==> src/rtl/i2c_eeprom_slave.sv <==
// I2C responder modelling a 256-byte 24C02-style EEPROM.
// SCL/SDA are oversampled on clk; SDA is driven open-drain via sda_oe.
module i2c_eeprom_slave #(
    parameter logic [6:0] DEV_ADDR   = 7'b1010000,
    parameter int         PAGE_BYTES = 8
) (
    input  logic clk,
    input  logic clrn,
    input  logic scl,
    input  logic sda_in,
    output logic sda_oe,
    output logic active
);

    typedef enum logic [3:0] {
        IDLE,
        DEV,
        DEV_ACK,
        WADDR,
        WADDR_ACK,
        WDATA,
        WDATA_ACK,
        RDATA,
        RD_MACK,
        WAIT_STOP
    } state_t;

    localparam logic [7:0] PAGE_MASK = 8'(PAGE_BYTES - 1);

    logic [1:0] scl_sync;
    logic [1:0] sda_sync;
    logic       scl_q;
    logic       sda_q;

    always_ff @(posedge clk or negedge clrn) begin
        if (!clrn) begin
            scl_sync <= 2'b11;
            sda_sync <= 2'b11;
            scl_q    <= 1'b1;
            sda_q    <= 1'b1;
        end else begin
            scl_sync <= {scl_sync[0], scl};
            sda_sync <= {sda_sync[0], sda_in};
            scl_q    <= scl_sync[1];
            sda_q    <= sda_sync[1];
        end
    end

    logic scl_rise;
    logic scl_fall;
    logic start_evt;
    logic stop_evt;
    logic sda_bit;

    // START/STOP need SCL stable high, so an SCL edge always wins.
    assign sda_bit   = sda_sync[1];
    assign scl_rise  = scl_sync[1] & ~scl_q;
    assign scl_fall  = ~scl_sync[1] & scl_q;
    assign start_evt = scl_sync[1] & scl_q & sda_q & ~sda_sync[1];
    assign stop_evt  = scl_sync[1] & scl_q & ~sda_q & sda_sync[1];

    state_t     state;
    logic [2:0] bitcnt;
    logic [7:0] shreg;
    logic [7:0] ptr;
    logic       rw;
    logic       drive;
    logic [7:0] mem [256];

    logic [7:0] rd_byte;
    logic [7:0] ptr_page_inc;
    logic       mem_we;

    assign rd_byte      = mem[ptr];
    assign ptr_page_inc = (ptr & ~PAGE_MASK) | ((ptr + 8'd1) & PAGE_MASK);
    assign mem_we       = scl_fall && (state == WDATA_ACK) && !drive;

    always_ff @(posedge clk) begin
        if (mem_we) begin
            mem[ptr] <= shreg;
        end
    end

    // drive is the next SDA level; it reaches the pad one clk later.
    // In the ACK states it also marks the second half of the slot.
    always_ff @(posedge clk or negedge clrn) begin
        if (!clrn) begin
            state  <= IDLE;
            bitcnt <= 3'd0;
            shreg  <= 8'd0;
            ptr    <= 8'd0;
            rw     <= 1'b0;
            drive  <= 1'b0;
            sda_oe <= 1'b0;
            active <= 1'b0;
        end else begin
            sda_oe <= drive;
            if (start_evt) begin
                state  <= DEV;
                bitcnt <= 3'd0;
                drive  <= 1'b0;
                sda_oe <= 1'b0;
                active <= 1'b0;
            end else if (stop_evt) begin
                state  <= IDLE;
                bitcnt <= 3'd0;
                drive  <= 1'b0;
                sda_oe <= 1'b0;
                active <= 1'b0;
            end else if (scl_rise) begin
                unique case (state)
                    DEV: begin
                        shreg  <= {shreg[6:0], sda_bit};
                        bitcnt <= bitcnt + 3'd1;
                        if (bitcnt == 3'd7) begin
                            if (shreg[6:0] == DEV_ADDR) begin
                                rw    <= sda_bit;
                                state <= DEV_ACK;
                            end else begin
                                state <= IDLE;
                            end
                        end
                    end
                    WADDR, WDATA: begin
                        shreg  <= {shreg[6:0], sda_bit};
                        bitcnt <= bitcnt + 3'd1;
                        if (bitcnt == 3'd7) begin
                            state <= (state == WADDR) ? WADDR_ACK : WDATA_ACK;
                        end
                    end
                    RDATA: begin
                        shreg  <= {shreg[6:0], 1'b0};
                        bitcnt <= bitcnt + 3'd1;
                        if (bitcnt == 3'd7) begin
                            state <= RD_MACK;
                            ptr   <= ptr + 8'd1;
                        end
                    end
                    RD_MACK: begin
                        if (!sda_bit) begin
                            shreg <= rd_byte;
                            state <= RDATA;
                        end else begin
                            state  <= WAIT_STOP;
                            active <= 1'b0;
                        end
                    end
                    default: ;
                endcase
            end else if (scl_fall) begin
                unique case (state)
                    DEV_ACK: begin
                        if (!drive) begin
                            drive  <= 1'b1;
                            active <= 1'b1;
                        end else if (rw) begin
                            state <= RDATA;
                            shreg <= rd_byte;
                            drive <= ~rd_byte[7];
                        end else begin
                            state <= WADDR;
                            drive <= 1'b0;
                        end
                    end
                    WADDR_ACK: begin
                        if (!drive) begin
                            drive <= 1'b1;
                        end else begin
                            ptr   <= shreg;
                            state <= WDATA;
                            drive <= 1'b0;
                        end
                    end
                    WDATA_ACK: begin
                        if (!drive) begin
                            drive <= 1'b1;
                        end else begin
                            ptr   <= ptr_page_inc;
                            state <= WDATA;
                            drive <= 1'b0;
                        end
                    end
                    RDATA:   drive <= ~shreg[7];
                    RD_MACK: drive <= 1'b0;
                    default: ;
                endcase
            end
        end
    end

endmodule

==> config.mk <==
export PLATFORM = sky130hd
export DESIGN_NAME = i2c_eeprom_slave
export DESIGN_NICKNAME = d
export VERILOG_FILES = /design/src/rtl/i2c_eeprom_slave.sv
export SDC_FILE = /design/constraint.sdc
export NUM_CORES = 2
export LEC_CHECK = 0
export BUFFER_PORTS_ARGS = -buffer_cell sky130_fd_sc_hd__buf_4
export CAP_MARGIN = 5
export CORE_MARGIN = 10
export CORE_UTILIZATION = 40
export DETAILED_ROUTE_END_ITERATION = 6
export SYNTH_ARGS = -nofsm -noshare
export SYNTH_HDL_FRONTEND = slang
export SYNTH_SLANG_ARGS = --single-unit
==> constraint.sdc <==
create_clock -name clk -period 6.6 [get_ports clk]
set_input_delay 0.66 -clock clk [delete_from_list [all_inputs] [get_ports clk]]
set_output_delay 0.66 -clock clk [all_outputs]
set_load 0.02 [all_outputs]
==> results.json <==
{
  "synth_flop_cell": "edfxtp_1",
  "startpoint": "state[2]$_DFFE_PN0P_",
  "ant_nets": 0,
  "status": "finished, violations left",
  "dieHeight_um": 469,
  "dr.pass1.iters": 7,
  "vias": 39400,
  "start_util": 0.403,
  "wire_per_inst_um": 30.8,
  "fill_cells": 16800,
  "dieArea_sq_um": 220000,
  "tns_ns": 0,
  "cts_buffer_depth": 3,
  "synth_cell_type_count": 58,
  "yosysTopAreaCell": "edfxtp_1",
  "grt-ovfl-total": 0,
  "cts_root_buffer": "clkbuf_16",
  "final_cell_area_sq_um": 90800,
  "synth.avg_cell_area_sq_um": 21.1,
  "fin_cells": 6710,
  "setup-violations-final": 0,
  "core_region_area_sq_um": 200000,
  "cap_violations": 0,
  "synth-seq-cells": 2081,
  "clk-insertion-delay-late_ns": 0.88,
  "min-delay-path-class": "input pin to asynchronous set/reset pin",
  "r2r-end": "mem[18][6]$_DFFE_PP_",
  "critPathMaxFanout": 16,
  "path_class": "flop to flop",
  "dp_slack_ns": 2.30,
  "finalWirelength_um": 207000,
  "cts_sinks": 2081,
  "timing.final.crit_share": 0.675,
  "synth_nets": 3835,
  "rsz0062_at_grt": "false",
  "grt_usage": 0.183,
  "hold_viol_final": 0,
  "port_buffers": 5,
  "start_kind": "flop",
  "grt_pass1_vias": 39200,
  "grt_pass1_wl_um": 295000,
  "worstMarginPinSlew_ns": 1.33,
  "r2r_cells": 8,
  "path_clk_slew_ns": 0.07,
  "cp.arrival_ns": 4.95,
  "crit_required_ns": 7.10,
  "placement_rows": 164,
  "dpl.hpwl_um": 120000,
  "cts_tree": "yes",
  "fin_skew_ns": 0.0652,
  "drc_errors": 4,
  "synth_cells": 3822,
  "post_dp_cell_area_sq_um": 83900,
  "dp.cells": 6325,
  "cts_resized": 0,
  "numCtsBuffers": 202,
  "slew_headroom": 0.111,
  "syn-cell-area_sq_um": 80800,
  "vdd_drop_max_uv": 404,
  "pin_count": 6,
  "fin_total_pwr_mw": 36.4,
  "cts_htree_levels": 4,
  "fp.dieW_um": 469,
  "synth_edf_count": 2048,
  "worstSetupEndpointType": "flop",
  "async_reset_ff_frac": 0.0159,
  "synth_top_area_share": 0.761,
  "r2r_setup_slack_ns": 2.14,
  "nets": 3889,
  "timing.hold.ws_ns": 0.299,
  "synth_warnings": 0,
  "timing.final.ws_setup_ns": 2.14,
  "drt_iter0_markers": 5347,
  "antenna_found_initial": 4,
  "ys_seq_area_frac": 0.771,
  "drv_slew": 0,
  "utilization": 0.453,
  "synth.area.top_cells": "edfxtp_1, mux4_2, nor2_1",
  "area_growth_pct": 12.3,
  "period_needed_ns": 4.46,
  "place_congestion": 0.899,
  "via_per_inst": 5.87,
  "max_freq_mhz": 224,
  "powerDensity_nw_per_um2": 401,
  "violations": "DRC",
  "layout-drive-gt1-share": 0.234,
  "grt_max_degree": 199,
  "p_leak_nw": 27.0,
  "r2r-start": "state[2]$_DFFE_PN0P_"
}
-- per-layer routing --
metal | vias up | wire (um) | GRT usage
met5 | - | 32 | 0
met4 | 4 | 8220 | 0.0704
met3 | 383 | 17900 | 0.0395
met2 | 1892 | 95900 | 0.281
met1 | 21000 | 84600 | 0.257
li1 | 16100 | - | -
-- flip-flops by register name, summed over array words and instances, names as in the netlist --
register / flops
active: 1
sda_q: 1
shreg: 8
ptr: 8
state: 4
scl_q: 1
bitcnt: 3
scl_sync: 2
sda_oe: 1
mem: 2048
drive: 1
rw: 1
sda_sync: 2
-- kinds of logic after synthesis --
kind of cell	count (synthesis)	share of synthesized area
buffers and inverters	247	0.0154
adder cells (fa/ha/maj)	10	0.00152
AND/OR/NAND/NOR	501	0.0260
AO/OA/AOI/OAI	380	0.0320
multiplexers	601	0.153
flip-flops	2081	0.771
XOR/XNOR	2	0.000217
-- synth_stat cells, types with 11 or more instances --
| cell | instances |
|---|---|
| nor2b_1 | 11 |
| nand2_1 | 85 |
| o22ai_1 | 47 |
| clkbuf_1 | 105 |
| nor2_1 | 314 |
| a22oi_1 | 89 |
| mux2i_1 | 79 |
| a22o_1 | 27 |
| mux2_2 | 13 |
| nand3_1 | 26 |
| a21oi_1 | 82 |
| inv_1 | 16 |
| buf_2 | 52 |
| o21ai_0 | 41 |
| nor3_1 | 13 |
| buf_4 | 44 |
| a221oi_1 | 35 |
| mux4_2 | 509 |
| nand2b_1 | 11 |
| buf_1 | 19 |
| a211oi_1 | 14 |
| dfrtp_1 | 27 |
| edfxtp_1 | 2048 |
-- placed cells by master (no fill, tap or decap), types with 9 or more instances in the layout --
| master | instances |
|---|---|
| mux4_2 | 509 |
| mux2_2 | 13 |
| a22o_1 | 27 |
| clkinv_1 | 51 |
| a21oi_1 | 82 |
| nand2b_1 | 11 |
| o211ai_1 | 9 |
| o21ai_0 | 41 |
| clkinv_2 | 41 |
| buf_4 | 56 |
| clkbuf_16 | 203 |
| nand2_2 | 16 |
| bufinv_16 | 25 |
| mux2i_1 | 79 |
| dfrtp_1 | 15 |
| a22oi_1 | 89 |
| a31oi_1 | 9 |
| dfrtp_4 | 12 |
| o22ai_1 | 47 |
| buf_12 | 22 |
| inv_1 | 16 |
| nand3_1 | 26 |
| nand2_1 | 69 |
| nor2_1 | 313 |
| a221oi_1 | 35 |
| a211oi_1 | 14 |
| edfxtp_1 | 2048 |
| clkbuf_1 | 28 |
| ha_1 | 9 |
| nor3_1 | 13 |
-- worst max-delay path, stage by stage, from the launching register on --
cell	delay [ns]
dfrtp_1	0.43
inv_1	0.11
nor2_1	0.35
nand2_1	0.13
nor2_1	0.23
nand3b_1	0.36
nor3_1	0.96
nand2_1	0.73
nor2_1	0.78
-- timing repair --
action	CTS	global route
setup buffers	0	0
hold endpoints to repair	29	0
hold buffers	3	0
-- area by class of cell --
| class | count | area (sq um) | area share |
|---|---|---|---|
| inverters | 16 | 60.1 | 0.000662 |
| well taps | 2656 | 3320 | 0.0366 |
| repair buffers | 81 | 891 | 0.00981 |
| clock buffers | 231 | 5180 | 0.0571 |
| multi-input cells | 1494 | 17300 | 0.191 |
| flip-flops and latches | 2081 | 62400 | 0.687 |
| clock inverters | 147 | 1620 | 0.0178 |
| diodes | 4 | 10.0 | 0.000110 |
-- worst max path at each step --
| stage | slack [ns] | depth (start not counted) | end |
|---|---|---|---|
| 2_1_floorplan | 1.75 | 4 | rw$_DFFE_PN0P_ |
| 3_3_place_gp | 2.34 | 9 | shreg[7]$_DFFE_PN0P_ |
| 3_5_place_dp | 2.30 | 8 | mem[28][5]$_DFFE_PP_ |
| 4_1_cts | 2.30 | 8 | mem[14][0]$_DFFE_PP_ |
| 5_1_grt | 1.92 | 8 | mem[17][5]$_DFFE_PP_ |
| 6_report | 2.14 | 8 | mem[18][6]$_DFFE_PP_ |
-- power breakdown --
| group | switching [mW] | internal [mW] |
|---|---|---|
| Clock | 5.08 | 6.67 |
| Combinational | 5.14 | 2.42 |
| Sequential | 0.702 | 16.4 |
Note: power is estimated with default switching activity, not from simulation.
